[src/rtl/uart_rx_param.sv]
// Parametrised UART receiver.
// It takes an oversampled tick and decides each bit by a 2-of-3 majority vote
// around the bit centre. Parity mode and stop-bit count are chosen at run time.
// It detects breaks and pushes completed words to a downstream FIFO with a
// one-clock write strobe. LSR layout:
//   [0] data avail, [1] overrun, [2] parity err, [3] no framing err,
//   [4] break, [5] busy, [7:6] zero.
module uart_rx_param #(
    parameter int DATA_BITS   = 8,
    parameter int OVERSAMPLE  = 16,
    parameter int SYNC_STAGES = 2
) (
    input  logic                 clock,
    input  logic                 reset,
    input  logic                 b_tick,
    input  logic                 rx,
    input  logic [1:0]           parity_mode,
    input  logic                 stop_bits,
    input  logic                 fifo_full,
    input  logic                 clear_flags,
    output logic                 wr_en,
    output logic [DATA_BITS-1:0] data_out,
    output logic [7:0]           LSR
);

    localparam int M  = OVERSAMPLE / 2;
    localparam int TW = $clog2(OVERSAMPLE);
    localparam int BW = $clog2(DATA_BITS);

    localparam logic [TW-1:0] T_LO     = TW'(M - 1);
    localparam logic [TW-1:0] T_MID    = TW'(M);
    localparam logic [TW-1:0] T_HI     = TW'(M + 1);
    localparam logic [TW-1:0] T_END    = TW'(OVERSAMPLE - 1);
    localparam logic [BW-1:0] LAST_BIT = BW'(DATA_BITS - 1);

    typedef enum logic [2:0] {
        IDLE,
        START,
        DATA,
        PARITY,
        STOP,
        WAIT_IDLE
    } state_t;

    // sync_q[SYNC_STAGES-1] is the synchronised line, sync_q[SYNC_STAGES] its previous value.
    logic [SYNC_STAGES:0] sync_q;
    // primed_q fills with ones as real line samples reach each stage, so the
    // reset value of the synchroniser never looks like a falling edge.
    logic [SYNC_STAGES:0] primed_q;

    state_t               state_q;
    logic [TW-1:0]        tick_q;
    logic [BW-1:0]        bit_q;
    logic                 stop_q;
    logic [1:0]           samp_q;
    logic [DATA_BITS-1:0] word_q;
    logic                 pend_q;
    logic                 use_par_q;
    logic                 odd_q;
    logic                 two_q;
    logic                 perr_q;
    logic                 ferr_q;
    logic                 pbit_q;

    logic                 avail_q;
    logic                 ovr_q;
    logic                 perr_lsr_q;
    logic                 nferr_q;
    logic                 brk_q;
    logic                 busy_q;

    logic rx_s;
    logic fall;
    logic maj;
    logic ferr_now;
    logic brk_now;

    assign rx_s     = sync_q[SYNC_STAGES-1];
    assign fall     = primed_q[SYNC_STAGES] & sync_q[SYNC_STAGES] & ~rx_s;
    assign maj      = (samp_q[0] & samp_q[1]) | (samp_q[0] & rx_s) | (samp_q[1] & rx_s);
    // Only meaningful on the final stop-bit vote: includes that bit's own vote.
    assign ferr_now = ferr_q | ~maj;
    assign brk_now  = (word_q == '0) && !pbit_q && ferr_now;

    assign LSR = {2'b00, busy_q, brk_q, nferr_q, perr_lsr_q, ovr_q, avail_q};

    // Bring the asynchronous line into the clock domain and track priming.
    always_ff @(posedge clock or negedge reset) begin
        if (!reset) begin
            sync_q   <= '1;
            primed_q <= '0;
        end else begin
            sync_q   <= {sync_q[SYNC_STAGES-1:0], rx};
            primed_q <= {primed_q[SYNC_STAGES-1:0], 1'b1};
        end
    end

    // Frame FSM, majority sampling, completion handling and LSR flags.
    always_ff @(posedge clock or negedge reset) begin
        if (!reset) begin
            state_q    <= IDLE;
            tick_q     <= '0;
            bit_q      <= '0;
            stop_q     <= 1'b0;
            samp_q     <= '0;
            word_q     <= '0;
            pend_q     <= 1'b0;
            use_par_q  <= 1'b0;
            odd_q      <= 1'b0;
            two_q      <= 1'b0;
            perr_q     <= 1'b0;
            ferr_q     <= 1'b0;
            pbit_q     <= 1'b0;
            wr_en      <= 1'b0;
            data_out   <= '0;
            avail_q    <= 1'b0;
            ovr_q      <= 1'b0;
            perr_lsr_q <= 1'b0;
            nferr_q    <= 1'b1;
            brk_q      <= 1'b0;
            busy_q     <= 1'b0;
        end else begin
            wr_en <= 1'b0;

            // Sets below are written later, so they override a same-cycle clear.
            if (clear_flags) begin
                avail_q <= 1'b0;
                ovr_q   <= 1'b0;
                brk_q   <= 1'b0;
            end

            if (b_tick && state_q != IDLE) begin
                if (tick_q == T_LO)  samp_q[0] <= rx_s;
                if (tick_q == T_MID) samp_q[1] <= rx_s;
                tick_q <= (tick_q == T_END) ? '0 : tick_q + 1'b1;
            end

            case (state_q)
                IDLE: begin
                    // An edge between ticks is held until the next tick.
                    if (b_tick && (fall || pend_q) && !rx_s) begin
                        state_q   <= START;
                        busy_q    <= 1'b1;
                        tick_q    <= '0;
                        pend_q    <= 1'b0;
                        use_par_q <= (parity_mode == 2'b01) || (parity_mode == 2'b10);
                        odd_q     <= (parity_mode == 2'b10);
                        two_q     <= stop_bits;
                        perr_q    <= 1'b0;
                        ferr_q    <= 1'b0;
                        pbit_q    <= 1'b0;
                    end else if (fall) begin
                        pend_q <= 1'b1;
                    end else if (rx_s) begin
                        pend_q <= 1'b0;
                    end
                end

                START: begin
                    if (b_tick) begin
                        if (tick_q == T_HI && maj) begin
                            state_q <= IDLE;
                            busy_q  <= 1'b0;
                        end else if (tick_q == T_END) begin
                            state_q <= DATA;
                            bit_q   <= '0;
                        end
                    end
                end

                DATA: begin
                    if (b_tick) begin
                        if (tick_q == T_HI) begin
                            word_q <= {maj, word_q[DATA_BITS-1:1]};
                        end else if (tick_q == T_END) begin
                            if (bit_q == LAST_BIT) begin
                                state_q <= use_par_q ? PARITY : STOP;
                                stop_q  <= 1'b0;
                            end else begin
                                bit_q <= bit_q + 1'b1;
                            end
                        end
                    end
                end

                PARITY: begin
                    if (b_tick) begin
                        if (tick_q == T_HI) begin
                            pbit_q <= maj;
                            perr_q <= maj ^ (odd_q ? ~(^word_q) : ^word_q);
                        end else if (tick_q == T_END) begin
                            state_q <= STOP;
                            stop_q  <= 1'b0;
                        end
                    end
                end

                STOP: begin
                    if (b_tick) begin
                        if (tick_q == T_HI) begin
                            if (stop_q == two_q) begin
                                // Complete mid stop bit so the next start edge is never missed.
                                if (brk_now) begin
                                    brk_q   <= 1'b1;
                                    state_q <= WAIT_IDLE;
                                end else begin
                                    if (fifo_full) begin
                                        ovr_q <= 1'b1;
                                    end else begin
                                        wr_en      <= 1'b1;
                                        data_out   <= word_q;
                                        perr_lsr_q <= perr_q;
                                        nferr_q    <= ~ferr_now;
                                        avail_q    <= 1'b1;
                                    end
                                    state_q <= ferr_now ? WAIT_IDLE : IDLE;
                                    busy_q  <= ferr_now;
                                end
                            end else begin
                                ferr_q <= ferr_now;
                            end
                        end else if (tick_q == T_END) begin
                            stop_q <= 1'b1;
                        end
                    end
                end

                WAIT_IDLE: begin
                    if (rx_s) begin
                        state_q <= IDLE;
                        busy_q  <= 1'b0;
                    end
                end

                default: begin
                    state_q <= IDLE;
                    busy_q  <= 1'b0;
                end
            endcase
        end
    end

endmodule

[config.mk]
export PLATFORM = sky130hd
export DESIGN_NAME = uart_rx_param
export DESIGN_NICKNAME = d
export VERILOG_FILES = /design/src/rtl/uart_rx_param.sv
export SDC_FILE = /design/constraint.sdc
export NUM_CORES = 1
export LEC_CHECK = 0
export BUFFER_PORTS_ARGS = -buffer_cell sky130_fd_sc_hd__buf_2
export CAP_MARGIN = 20
export CORE_ASPECT_RATIO = 0.5
export CORE_UTILIZATION = 45
export DETAILED_ROUTE_END_ITERATION = 8
export PLACE_DENSITY = 0.66
export SLEW_MARGIN = 20
export SYNTH_ARGS = -nofsm -noshare
export SYNTH_HDL_FRONTEND = slang
export SYNTH_SLANG_ARGS = --single-unit
[constraint.sdc]
create_clock -name clock -period 2.1 [get_ports clock]
set_input_delay 0.105 -clock clock [delete_from_list [all_inputs] [get_ports clock]]
set_output_delay 0.105 -clock clock [all_outputs]
set_load 0.01 [all_outputs]
; ---- Yosys cells after proc, flatten, opt, wreduce, memory -nomap -nowiden
; Cells that the tools add are included.
[word_totals]
reg_bits = 49
latch_bits = 0
ramBits = 0
mem_bits_ro = 0
in_bits = 9
wordCells = 201
n_memories = 0
[classes]
add_sub_neg = 2
multipliers = 0
div = 0
n_lt_le_gt_ge = 0
n_eq_ne = 36
shift = 0
mux = 91
bitwise = 16
n_reduce_logical = 32
[ops]
columns = op, count
row1 = two-way mux 3 bit, 25
row2 = two-way mux 1 bit, 55
row3 = inequality test 2 bit (second input constant), 22
row4 = one-hot mux 3 bit (6 select lines), 1
row5 = two-way mux 4 bit, 4
row6 = AND reduction 14 bit, 1
row7 = == test 4 bit (second input constant), 3
row8 = AND reduction 11 bit, 1
row9 = == test 3 bit (second input constant), 3
row10 = AND reduction 9 bit, 1
row11 = nonzero test 3 bit, 3
row12 = zero test 8 bit, 1
row13 = AND reduction 2 bit, 4
row14 = AND reduction 8 bit, 1
row15 = parity 8 bit, 1
row16 = inverter 1 bit, 7
row17 = == test 3 x 2 -> 1 bit (second input constant), 2
row18 = logical AND 1 bit, 6
row19 = one-hot mux 1 bit (2 select lines), 3
row20 = one-hot mux 3 bit (2 select lines), 1
row21 = AND reduction 6 bit, 1
row22 = nonzero test 2 bit, 3
row23 = AND 1 bit, 5
row24 = one-hot mux 1 bit (5 select lines), 1
row25 = 18 further kinds, 22

; ---- Longest topological paths before layout
[logic_depth]
depth_word = 11
depth_mapped = 8
mapped_depth_nobuf = 7

; ---- Worst setup path after synthesis
; Ideal clock, no wire load.
[synth_path]
path_kind = reg2reg
from = register tick_q[0]
to = register bit_q[0]
setup_ns = 0.125
t_arrival_ns = 1.898
t_required_ns = 1.975
slack_ns = 0.077
path_stages_with_launch = 8
path_buffers = 1
synth_period_minus_slack_ns = 2.023
cell_sequence = dfrtp_1 ha_1 and3b_1 buf_6 a211oi_2 a21oi_1 or3_4 mux2_4
[synth_via]
elab_chain_cells = 4
elab_cells_between_ends = 8
[synth_lines]
columns = item, line_no
row1 = start: declaration, 52  ; logic [TW-1:0] tick_q;
row2 = start signal: assignment, 135  ; tick_q <= (tick_q == T_END) ? '0 : tick_q + 1'b1;
row3 = == test 4 bit, "161, 173"
row4 = logical AND 1 bit, 161  ; if (tick_q == T_HI && maj) begin
row5 = inequality test 2 bit (no source line), --
row6 = AND reduction 8 bit (no source line) (*), --
row7 = end signal: assignment, 180  ; bit_q <= bit_q + 1'b1;
row8 = end: declaration, 53  ; logic [BW-1:0] bit_q;
; Every way passes the cells marked *; elsewhere a longest branch is shown, timed or not.
; A chain may end at the register's enable or synchronous reset.

; ---- Final worst setup path
[layout_path]
from = register tick_q[1]
to = register data_out[0]
[layout_via]
elab_chain_cells = 2
[layout_lines]
columns = item, line_no
row1 = == test 4 bit, 200  ; if (tick_q == T_HI) begin
row2 = AND reduction 6 bit (no source line), --
row3 = end signal: assignment, 211  ; data_out <= word_q;
row4 = end: declaration, 22  ; output logic [DATA_BITS-1:0] data_out,
; Every way passes these cells.

==> metrics.yaml <==
status:
  status: "finished with violations"
  violations: "setup timing"
global_route:
  gr-usage-met2_pct: 29.8
  grtUsageTotal_pct: 18.0
  grtUsageMet3_pct: 4.57
  busiest_layer: "met2"
  grt_pass1_vias: 1698
  antenna_found_initial: 0
  grt_pass1_wl_mm: 8.03
  grt_overflow_total: 0
  use_met1_pct: 23.9
  grt_max_degree: 28
cells_and_area:
  seq_area_mm2: 0.00123
  num-nets-final: 299
  multiInputGateArea_mm2: 0.00118
  insertedDiodeCount: 0
  fin_util_pct: 59.5
  stdcell_area_mm2: 0.00308
  area_delta_synth_final_pct: 21.5
  layout-drive-gt1-share_pct: 33.8
  nFillCells: 435
  final_cells: 351
critical_path:
  path_cells: "inv_2, ha_4, nand4b_1, buf_4, or3_4, nor2_4, nand2_8, buf_12, mux2_4"
  crit_arrival_ns: 2.28
  crit_type: "reg -> reg"
  ff2ff_path_depth: 9
  cp.required_ns: 2.28
  cp_slowest_cell: "dfrtp_1"
  r2r-start: "tick_q[1]$_DFF_PN0_"
  start_kind: "flip-flop"
  cp_max_fo: 5
  worst-path-buf-inv: 3
  startpoint: "tick_q[1]$_DFF_PN0_"
  critical_path.top_delay_family: "simple AND/OR/NAND/NOR gates"
  crit_path_max_incr_delay_ns: 0.39
  critPathCaptureType: "flip-flop"
  reg2reg_slack_ns: -0.002
  r2r-end: "data_out[0]$_DFFE_PN0P_"
sta:
  maxSlewViolCount: 0
  slew_headroom_pct: 63.6
  clock-skew-final_ns: 0.00568
  tns_ns: -0.00200
  period_share_pct: 100
  rsz0062_at_grt: "yes"
  hold_slack_ns: 0.0410
  finalHoldViolCount: 0
  min_period_ns: 2.10
  fin_ws_ns: -0.00200
  final-setup-viol-count: 1
  worst_slew_pin_slew_ns: 0.545
  fmax_ghz: 0.476
logic_synthesis:
  synth_top_family_by_area: "simple AND/OR/NAND/NOR gates"
  yosysUniqueCellTypes: 50
  ys_seq_elements: 49
  synth-simple-area-share_pct: 15.0
  synth_flop_cell: "dfrtp_1"
  synth_edf_count: 0
  syn_inst: 238
  avgSynthCellArea_um2: 10.7
  synth_top_area_cell: "dfrtp_1"
  yosysSeqAreaShare_pct: 48.5
  synthMuxAreaShare_pct: 10.1
  ys_async_sr_fraction_pct: 100
  synth_compound_area_share_pct: 11.0
  synthTopCellsByArea: "dfrtp_1 (44%), mux2_4 (5.3%), ha_1 (4.9%)"
  yosys.area_share.adder_pct: 5.37
  synth.cell_area_mm2: 0.00254
  yosysTopAreaCellShare_pct: 44.4
  synthXorXnorAreaFrac_pct: 2.42
  yosys_warnings: 0
power_and_ir_drop:
  ir_drop_mv: 0.525
  p_per_area_mw_per_mm2: 1130
  power.switching_mw: 1.22
  seq_power_share_pct: 36.1
  leakage_nw: 1.51
  combPwrFrac_pct: 40.2
  p_sw_share_pct: 35.0
  post-layout-total-power_mw: 3.47
  intPower_mw: 2.26
  power_frac_clock_pct: 23.7
clocking:
  clockBufferDepth: 2
  cts_htree_levels: 2
  cts_buffers: 5
  clkSinkCount: 49
  clk_pin_slew_worst_paths_ns: 0.07
  root_buffer: "clkbuf_16"
  cts_tree: "done"
  clock_latency_ns: 0.29
route:
  wl_per_cell_um: 13.5
  antenna_left: 0
  drc: 0
  via_count: 1784
  first_pass_iters: 4
  drtIter0Drc: 140
  wirelength_mm: 4.74
  via_per_inst: 5.08
worst_hold_path:
  hold_depth: 2
  min_from: "clear_flags"
  hp-class: "in -> reg"
  hold_end: "avail_q$_DFF_PN0_"
floorplanning:
  ios: 26
  initial_core_util_pct: 49.0
  dieArea_mm2: 0.00596
  fp.dieW_um: 108
  core-area_mm2: 0.00518
  rows: 18
  fp.dieH_um: 55.1
placement:
  dp_slack_ns: -0.229
  gp_congestion: 0.842
  dpl.cell_count: 336
  portBuffers: 23
  place_area_mm2: 0.00280
  dp_hpwl_mm: 3.42
job:
  maxCapViolations: 0
layout make-up:
class | instances | area share [%]
clock inverter | 2 | 0.446
inverter | 19 | 2.31
multi-input combinational | 154 | 38.3
clock buffer | 6 | 4.50
sequential | 49 | 39.9
timing repair buffer | 51 | 11.6
tap | 70 | 2.84
layer usage:
metal  share of wire [%]  vias to the layer above
met3                 3.5                        4
met1                  50                      856
met2                  46                       39
met4                0.80                        0
li1                    -                      885
met5                   0                        -
cell usage in the layout, fill, tap and decap left out, drive strengths merged, types with 3 or more instances in the layout:
cell / n
nor2: 16
nand4b: 3
dfrtp: 45
o21ai: 17
ha: 10
mux2: 17
conb: 3
nor2b: 7
a31oi: 5
or3: 4
nand2: 22
xnor2: 3
dfstp: 4
nor3: 3
buf: 49
clkbuf: 6
xor2: 4
a21oi: 10
mux2i: 3
inv: 19
cells in the mapped netlist (4+ instances only):
cell / count
dfrtp_1: 45
nand2_1: 21
inv_1: 19
o21ai_0: 17
nor2_1: 15
a21oi_1: 10
ha_1: 10
buf_4: 9
mux2_4: 9
mux2_2: 8
nor2b_1: 7
a31oi_1: 5
clkbuf_1: 5
dfstp_2: 4
xor2_1: 4
flip-flops by register name, indices dropped and copies added (netlist names), 2 cells and up:
name / count
bit_q: 3
samp_q: 2
tick_q: 4
word_q: 8
data_out: 8
sync_q: 3
state_q: 3
primed_q: 3
power by group through the flow:
stage / Sequential [mW] / Clock [mW] / Combinational (mW)
after floorplan: 1.25 / 0 / 0.890
after global placement: 1.25 / 0 / 1.29
after detailed placement: 1.26 / 0 / 1.31
after CTS: 1.24 / 0.833 / 1.34
after global routing: 1.28 / 0.880 / 1.57
final: 1.25 / 0.822 / 1.40
repair_timing:
action,4_1_cts,5_1_grt
setup endpoints to repair,12,14
hold endpoints to repair,19,0
hold buffers,2,0
pin swaps,1,5
gates resized for setup,3,10
buffers inserted,0,5
worst max-delay path by stage:
stage                         endpoint  slack (ns)  cells past startpoint
2_1_floorplan     bit_q[0]$_DFFE_PN0P_        0.08                      7
3_3_place_gp        busy_q$_DFFE_PN0P_       0.009                      7
3_5_place_dp        busy_q$_DFFE_PN0P_       -0.23                      7
4_1_cts        data_out[0]$_DFFE_PN0P_       0.006                      8
5_1_grt        data_out[0]$_DFFE_PN0P_       -0.08                      9
6_report       data_out[0]$_DFFE_PN0P_      -0.002                      9
cell families (layout without fill, tap and decap cells):
| family | Yosys count | in the layout |
|---|---|---|
| XOR/XNOR | 7 | 7 |
| other | 2 | 3 |
| flip-flops | 49 | 49 |
| multiplexers | 20 | 20 |
| AO/OA/AOI/OAI | 44 | 44 |
| adder cells (fa/ha/maj) | 11 | 11 |
| AND/OR/NAND/NOR | 69 | 69 |
| buffers and inverters | 36 | 78 |
Power figures use the tool's default switching activity.
